<file path="src/rtl/attack_sequencer.sv">
// Attack sequencer: decodes a controller word into one attack, runs it through
// startup/active/cooldown phases and reports a single hit with its knockback.
`timescale 1ns / 1ps

module attack_sequencer #(
  parameter int unsigned TIMER_W      = 25,
  parameter int unsigned STARTUP_CYC  = 1048576,
  parameter int unsigned JAB_CYC      = 4194304,
  parameter int unsigned SMASH_CYC    = 8388608,
  parameter int unsigned SPECIAL_CYC  = 16777216,
  parameter int unsigned COOLDOWN_CYC = 2097152,
  parameter int unsigned KB_SHIFT     = 0
) (
  input  logic        clock,
  input  logic        reset,
  input  logic [31:0] char1pos,
  input  logic [31:0] char1size,
  input  logic [31:0] char2pos,
  input  logic [31:0] char2size,
  input  logic [31:0] controls,
  output logic [31:0] attack,
  output logic [31:0] knockback,
  output logic [31:0] movement,
  output logic        busy
);

  typedef enum logic [1:0] {
    StIdle     = 2'b00,
    StStartup  = 2'b01,
    StActive   = 2'b10,
    StCooldown = 2'b11
  } stateT;

  // Encoding equals the attack[] bit index of each class.
  typedef enum logic [3:0] {
    AtkNone     = 4'd0,
    AtkSmashU   = 4'd1,
    AtkSmashD   = 4'd2,
    AtkSmashL   = 4'd3,
    AtkSmashR   = 4'd4,
    AtkJab      = 4'd5,
    AtkSpecialU = 4'd6,
    AtkSpecialD = 4'd7,
    AtkSpecialL = 4'd8,
    AtkSpecialR = 4'd9,
    AtkNeutral  = 4'd10
  } atkT;

  typedef enum logic [1:0] {DirL, DirR, DirU, DirD} dirT;

  localparam logic [TIMER_W-1:0] StartupLen  = TIMER_W'(STARTUP_CYC);
  localparam logic [TIMER_W-1:0] JabLen      = TIMER_W'(JAB_CYC);
  localparam logic [TIMER_W-1:0] SmashLen    = TIMER_W'(SMASH_CYC);
  localparam logic [TIMER_W-1:0] SpecialLen  = TIMER_W'(SPECIAL_CYC);
  localparam logic [TIMER_W-1:0] CooldownLen = TIMER_W'(COOLDOWN_CYC);

  stateT              stateQ, stateD;
  logic [TIMER_W-1:0] cntQ, cntD, activeLen;
  atkT                codeQ, codeD, reqCode;
  dirT                dirQ, dirD, reqDir;
  logic               faceQ, faceD, hitQ, hitD, phaseDone;
  logic [31:0]        attackQ, attackD, kbQ, kbD, movQ, movD, kbRaw, kbShifted;

  logic facing, stickL, stickR, stickU, stickD, unusedCtl;
  assign facing    = controls[26];
  assign stickL    = (controls[15:13] == 3'b000);
  assign stickR    = (controls[15:13] == 3'b111);
  assign stickU    = (controls[7:5] == 3'b111);
  assign stickD    = (controls[7:5] == 3'b000);
  assign unusedCtl = ^{controls[31:27], controls[25:24], controls[19:18], controls[12:8],
                       controls[4:0]};

  always_comb begin
    reqCode = AtkNone;
    reqDir  = facing ? DirR : DirL;
    if (controls[23]) begin
      reqCode = AtkSmashL;
      reqDir  = DirL;
    end else if (controls[22]) begin
      reqCode = AtkSmashR;
      reqDir  = DirR;
    end else if (controls[21]) begin
      reqCode = AtkSmashU;
      reqDir  = DirU;
    end else if (controls[20]) begin
      reqCode = AtkSmashD;
      reqDir  = DirD;
    end else if (controls[16]) begin
      reqCode = AtkJab;
    end else if (controls[17]) begin
      if (stickL) begin
        reqCode = AtkSpecialL;
        reqDir  = DirL;
      end else if (stickR) begin
        reqCode = AtkSpecialR;
        reqDir  = DirR;
      end else if (stickU) begin
        reqCode = AtkSpecialU;
        reqDir  = DirU;
      end else if (stickD) begin
        reqCode = AtkSpecialD;
        reqDir  = DirD;
      end else begin
        reqCode = AtkNeutral;
      end
    end
  end

  always_comb begin
    case (codeQ)
      AtkJab:                                       activeLen = JabLen;
      AtkSmashU, AtkSmashD, AtkSmashL, AtkSmashR: activeLen = SmashLen;
      default:                                      activeLen = SpecialLen;
    endcase
  end

  // Hitbox geometry, all 16-bit modulo.
  logic [15:0] posX, posY, sizeX, sizeY, boxW, boxH, boxX, boxY;
  logic [15:0] c2x, c2y, c2w, c2h;
  logic        overlap;
  assign posX  = char1pos[31:16];
  assign posY  = char1pos[15:0];
  assign sizeX = char1size[31:16];
  assign sizeY = char1size[15:0];
  assign c2x   = char2pos[31:16];
  assign c2y   = char2pos[15:0];
  assign c2w   = char2size[31:16];
  assign c2h   = char2size[15:0];
  assign boxW  = sizeX >> 1;
  assign boxH  = sizeY >> 1;

  always_comb begin
    unique case (dirQ)
      DirL: begin boxX = posX - boxW;        boxY = posY + (boxH >> 1); end
      DirR: begin boxX = posX + sizeX;       boxY = posY + (boxH >> 1); end
      DirU: begin boxX = posX + (boxW >> 1); boxY = posY + sizeY;       end
      DirD: begin boxX = posX + (boxW >> 1); boxY = posY - (boxH >> 1); end
    endcase
  end

  assign overlap = (boxX < 16'(c2x + c2w)) && (c2x < 16'(boxX + boxW)) &&
                   (boxY < 16'(c2y + c2h)) && (c2y < 16'(boxY + boxH));

  always_comb begin
    case (codeQ)
      AtkSmashU:   kbRaw = 32'h0000_0800;
      AtkSmashD:   kbRaw = 32'h0000_F7FE;
      AtkSmashL:   kbRaw = 32'hF7FE_00E0;
      AtkSmashR:   kbRaw = 32'h0800_00E0;
      AtkJab:      kbRaw = faceQ ? 32'h0400_0080 : 32'hFBFE_0080;
      AtkSpecialL: kbRaw = 32'hFC00_0040;
      AtkSpecialR: kbRaw = 32'h0400_0040;
      AtkSpecialU: kbRaw = 32'h0000_0400;
      AtkSpecialD: kbRaw = 32'h0000_FC00;
      AtkNeutral:  kbRaw = faceQ ? 32'h0400_0040 : 32'hFC00_0040;
      default:     kbRaw = 32'h0000_0000;
    endcase
  end

  logic signed [15:0] kbHi, kbLo;
  assign kbHi      = $signed(kbRaw[31:16]) >>> KB_SHIFT;
  assign kbLo      = $signed(kbRaw[15:0]) >>> KB_SHIFT;
  assign kbShifted = {kbHi, kbLo};

  // Next state; the counter is reloaded on every state entry and stops at zero.
  assign phaseDone = (cntQ <= TIMER_W'(1));

  always_comb begin
    stateD = stateQ;
    cntD   = cntQ;
    codeD  = codeQ;
    dirD   = dirQ;
    faceD  = faceQ;
    unique case (stateQ)
      StIdle: begin
        if (reqCode != AtkNone) begin
          stateD = StStartup;
          cntD   = StartupLen;
          codeD  = reqCode;
          dirD   = reqDir;
          faceD  = facing;
        end
      end
      StStartup: begin
        if (phaseDone) begin
          stateD = StActive;
          cntD   = activeLen;
        end else begin
          cntD = cntQ - TIMER_W'(1);
        end
      end
      StActive: begin
        if (phaseDone) begin
          stateD = StCooldown;
          cntD   = CooldownLen;
        end else begin
          cntD = cntQ - TIMER_W'(1);
        end
      end
      StCooldown: begin
        if (phaseDone) begin
          stateD = StIdle;
          cntD   = '0;
        end else begin
          cntD = cntQ - TIMER_W'(1);
        end
      end
    endcase
  end

  // Outputs are registered from the next state so they line up with the state they describe.
  always_comb begin
    attackD          = '0;
    movD             = '0;
    kbD              = kbQ;
    hitD             = hitQ;
    attackD[13:12]   = stateD;
    if (stateQ == StIdle && stateD == StStartup) hitD = 1'b0;
    if (stateD == StActive) begin
      attackD[{1'b0, codeQ}] = 1'b1;
      attackD[11]            = 1'b1;
      if (overlap && !hitQ) begin
        attackD[0] = 1'b1;
        hitD       = 1'b1;
        kbD        = kbShifted;
      end
      if (codeQ == AtkSpecialU) movD = 32'h0000_0010;
    end
  end

  always_ff @(posedge clock or posedge reset) begin
    if (reset) begin
      stateQ  <= StIdle;
      cntQ    <= '0;
      codeQ   <= AtkNone;
      dirQ    <= DirL;
      faceQ   <= 1'b0;
      hitQ    <= 1'b0;
      attackQ <= '0;
      kbQ     <= '0;
      movQ    <= '0;
    end else begin
      stateQ  <= stateD;
      cntQ    <= cntD;
      codeQ   <= codeD;
      dirQ    <= dirD;
      faceQ   <= faceD;
      hitQ    <= hitD;
      attackQ <= attackD;
      kbQ     <= kbD;
      movQ    <= movD;
    end
  end

  assign attack    = attackQ;
  assign knockback = kbQ;
  assign movement  = movQ;
  assign busy      = (stateQ != StIdle);

endmodule

</file>
<file path="config.mk">
export PLATFORM = sky130hd
export DESIGN_NAME = attack_sequencer
export DESIGN_NICKNAME = d
export VERILOG_FILES = /design/src/rtl/attack_sequencer.sv
export SDC_FILE = /design/constraint.sdc
export NUM_CORES = 1
export LEC_CHECK = 0
export ABC_AREA = 1
export CAP_MARGIN = 25
export CORE_UTILIZATION = 30
export DETAILED_ROUTE_END_ITERATION = 6
export GPL_ROUTABILITY_DRIVEN = 0
export PLACE_DENSITY = 0.62
export RECOVER_POWER = 25
export SYNTH_ARGS = -nofsm -noshare
export SYNTH_HDL_FRONTEND = slang
export SYNTH_SLANG_ARGS = --single-unit
</file>
<file path="constraint.sdc">
create_clock -name clock -period 10.18 [get_ports clock]
set_input_delay 1.527 -clock clock [delete_from_list [all_inputs] [get_ports clock]]
set_output_delay 1.527 -clock clock [all_outputs]
set_load 0.05 [all_outputs]
</file>
==> impl_results.md <==
* Width of the die at 188 µm
* Asr flop ratio synth at 100%
* Post-Syn Area per Cell at 6.75 µm²
* FMAX at 0.133 GHz
* Top-Level Pins at 259
* CP Launch Type: input port
* H-Tree Depth at 3
* DRC viols at 0
* Worst Path Max Fanout at 14
* Worst skew pair latency at 330 ps
* Failing checks: capacitance limit, slew limit
* Sw Share at 43.2%
* Hold Buf Count CTS at 0
* Distinct cells, synth at 48
* Maximum VDD drop at 0.0595 mV
* Starting density of the core at 30.8%
* CP max-delay cell: clkdlybuf4s50_1
* Clock buffer depth at 2
* Die H at 188 µm
* First-pass GRT wire length at 47.3 mm
* Number of CTS-inserted buffers at 9
* Cell repeated most along the worst path: nand2_1
* Clock root cell: clkbuf_16
* Remaining Overflow, GRT at 0
* Yosys warns at 0
* Fillers at 3,571
* Final nets at 2,040
* Flop pwr share at 18.3%
* Total Wirelength at 28.9 mm
* DP Wirelength at 24.3 mm
* Finished Layout Cells at 2,162
* PostCTS Resize Cnt at 0
* Layout cell share with drive strength beyond 1 at 2.39%
* Combinational power share at 59.1%
* P_int at 0.000766 W
* Clock share of power at 22.6%
* Power consumption at 0.00135 W
* Gate Count Post-Synth at 1,539
* Status: complete, but fails checks
* Slew @ Worst Pin at 3270 ps
* MaxCap Viol Count at 1
* Area delta synth->final at 22.7%
* Worst EP required at 10,450 ps
* Seq cells post-synth at 62
* Number of synthesized flops with an enable pin at 0
* Vias per inst at 4.75
* Vias at 10,300
* Vias in the first global route at 9,686
* Hold Worst Slack at 542 ps
* Number of DRC markers in iteration 0 at 521
* Fin crit share at 74.1%
* Port Buf Inserts at 190
* Grt peak-use layer: met2
* CP endpoint kind: flop
* Seq/Total Area, Yosys at 14.9%
* # diodes at 0
* CTS tree: done
* Initial antenna violation count at 0
* Setup CP Type: in -> reg
* Ys flop type: dfrtp_1
* Post-CTS Setup Bufs at 0
* Final Slew Violations at 63
* Drt pass-1 iters at 5
* CTS Sinks at 62
* ANT nets after route at 0
* RSZ-0062 raised after global routing: false
* Setup TNS at 0 ps
* Cell area after synthesis at 10,400 µm²
* CP peak stage delay at 530 ps
* Final setup vio count at 0
* Net Sw Power at 0.000584 W
* Row cnt at 67
* Total core area at 33,800 µm²
* CP arrival at 7810 ps
* Total routing usage reported by global routing at 16.1%
* Met2 usage at 28.1%
* Max Clock Skew at 6.61 ps
* Die area at 35,400 µm²
* Seq. cell area at 1550 µm²
* Routing usage on met3 at 1.14%
* Slew headroom at -118%
* Crit path time final at 7540 ps
* Post-Place Cells at 2,146
* Power Dens Cells at 106 nW/µm²
* Final Hold Fails at 0
* Leakage at 6.15 nW
* Min-delay worst type: reg -> reg
* Largest net degree at the start of global routing at 63
* Met1 usage at 21.7%
* Drt wl/cell at 13.4 µm
* Util after Layout at 37.8%
* Worst-path clk slew at 60 ps
* Multi-input logic area at 7640 µm²
placed cells by master (no fill, tap or decap), types with 9 or more instances in the layout:
master / instances
conb_1: 49
o21ai_0: 114
nor3_1: 27
xnor2_1: 35
nand2_1: 317
nand3_1: 69
o22ai_1: 19
o21bai_1: 13
inv_1: 200
o21a_1: 9
xor2_1: 78
dfrtp_1: 62
nor2_1: 113
a21oi_1: 130
ha_1: 163
clkdlybuf4s50_1: 189
nand4_1: 10
o31ai_1: 13
clkbuf_16: 9
final cells by class:
cell class                 count  share of cell area [%]
tap                          448                    4.39
clock inverter                 6                   0.481
sequential                    62                    12.2
timing repair buffer         194                    15.1
multi-input combinational   1236                    59.9
inverter                     206                    6.06
clock buffer                  10                    1.87
flip-flops by register name, summed over array words and instances (netlist names):
signal and count:
hitQ 1, attack 15, knockback 11, movement 1
codeQ 4, faceQ 1, cntQ 25, stateQ 2
dirQ 2
per-layer routing:
layer	up-vias	wire, µm
li1	5368	-
met1	4654	13700
met2	233	13800
met3	21	1100
met4	0	254
met5	-	0
cell usage after synthesis, types with 27 or more instances:
cell type	count	area (µm²)
ha_1	163	2040
o21ai_0	114	571
nand3_1	69	345
dfrtp_1	62	1550
a21oi_1	130	651
inv_1	201	754
nor3_1	27	135
buf_4	69	518
nand2_1	316	1190
xor2_1	78	683
nor2_1	112	420
xnor2_1	35	307
cell families after synthesis:
kind of cell / after synthesis / synth area share, %
buf+inv: 289 / 13.2
flops: 62 / 14.9
xor+xnor: 113 / 9.52
compound gates: 344 / 18.7
fa+ha+maj: 169 / 20.8
simple gates: 561 / 22.9
other cells: 1 / 0.0361
metrics by stage:
step / area (µm²) / worst slack (ps)
final: 12800 / 2640
after global routing: 12800 / 1730
after CTS: 12800 / 2590
after detailed placement: 12500 / 2280
after global placement: 12500 / 2340
after floorplan: 10600 / 3990
power groups by stage:
stage / combinational (W) / clock (W) / sequential [W]
finish: 0.000797 / 0.000305 / 0.000248
CTS: 0.000802 / 0.000310 / 0.000248
detailed placement: 0.000796 / 0 / 0.000252
floorplan: 0.000595 / 0 / 0.000252
global route: 0.000917 / 0.000323 / 0.000248
global placement: 0.000781 / 0 / 0.000252
path summary, 6_finish.rpt:
path | from | to | slack (ps) | depth (start not counted)
min in group asynchronous | reset | attack[10] | 2900 | 3
min | hitQ | hitQ | 540 | 2
max reg2reg | dirQ[1] | knockback[25] | 3370 | 31
max | char1size[19] | knockback[25] | 2640 | 39
max in group asynchronous | reset | cntQ[0] | 5440 | 3
min reg2reg | hitQ | hitQ | 540 | 2
critical path: cells and delay by family:
kind            cells  cell delay (ps)
fa+ha+maj           3              960
compound gates      2              450
simple gates       25             3470
buf+inv             8             1200
xor+xnor            1              170
Note: power is estimated with default switching activity, not from simulation.
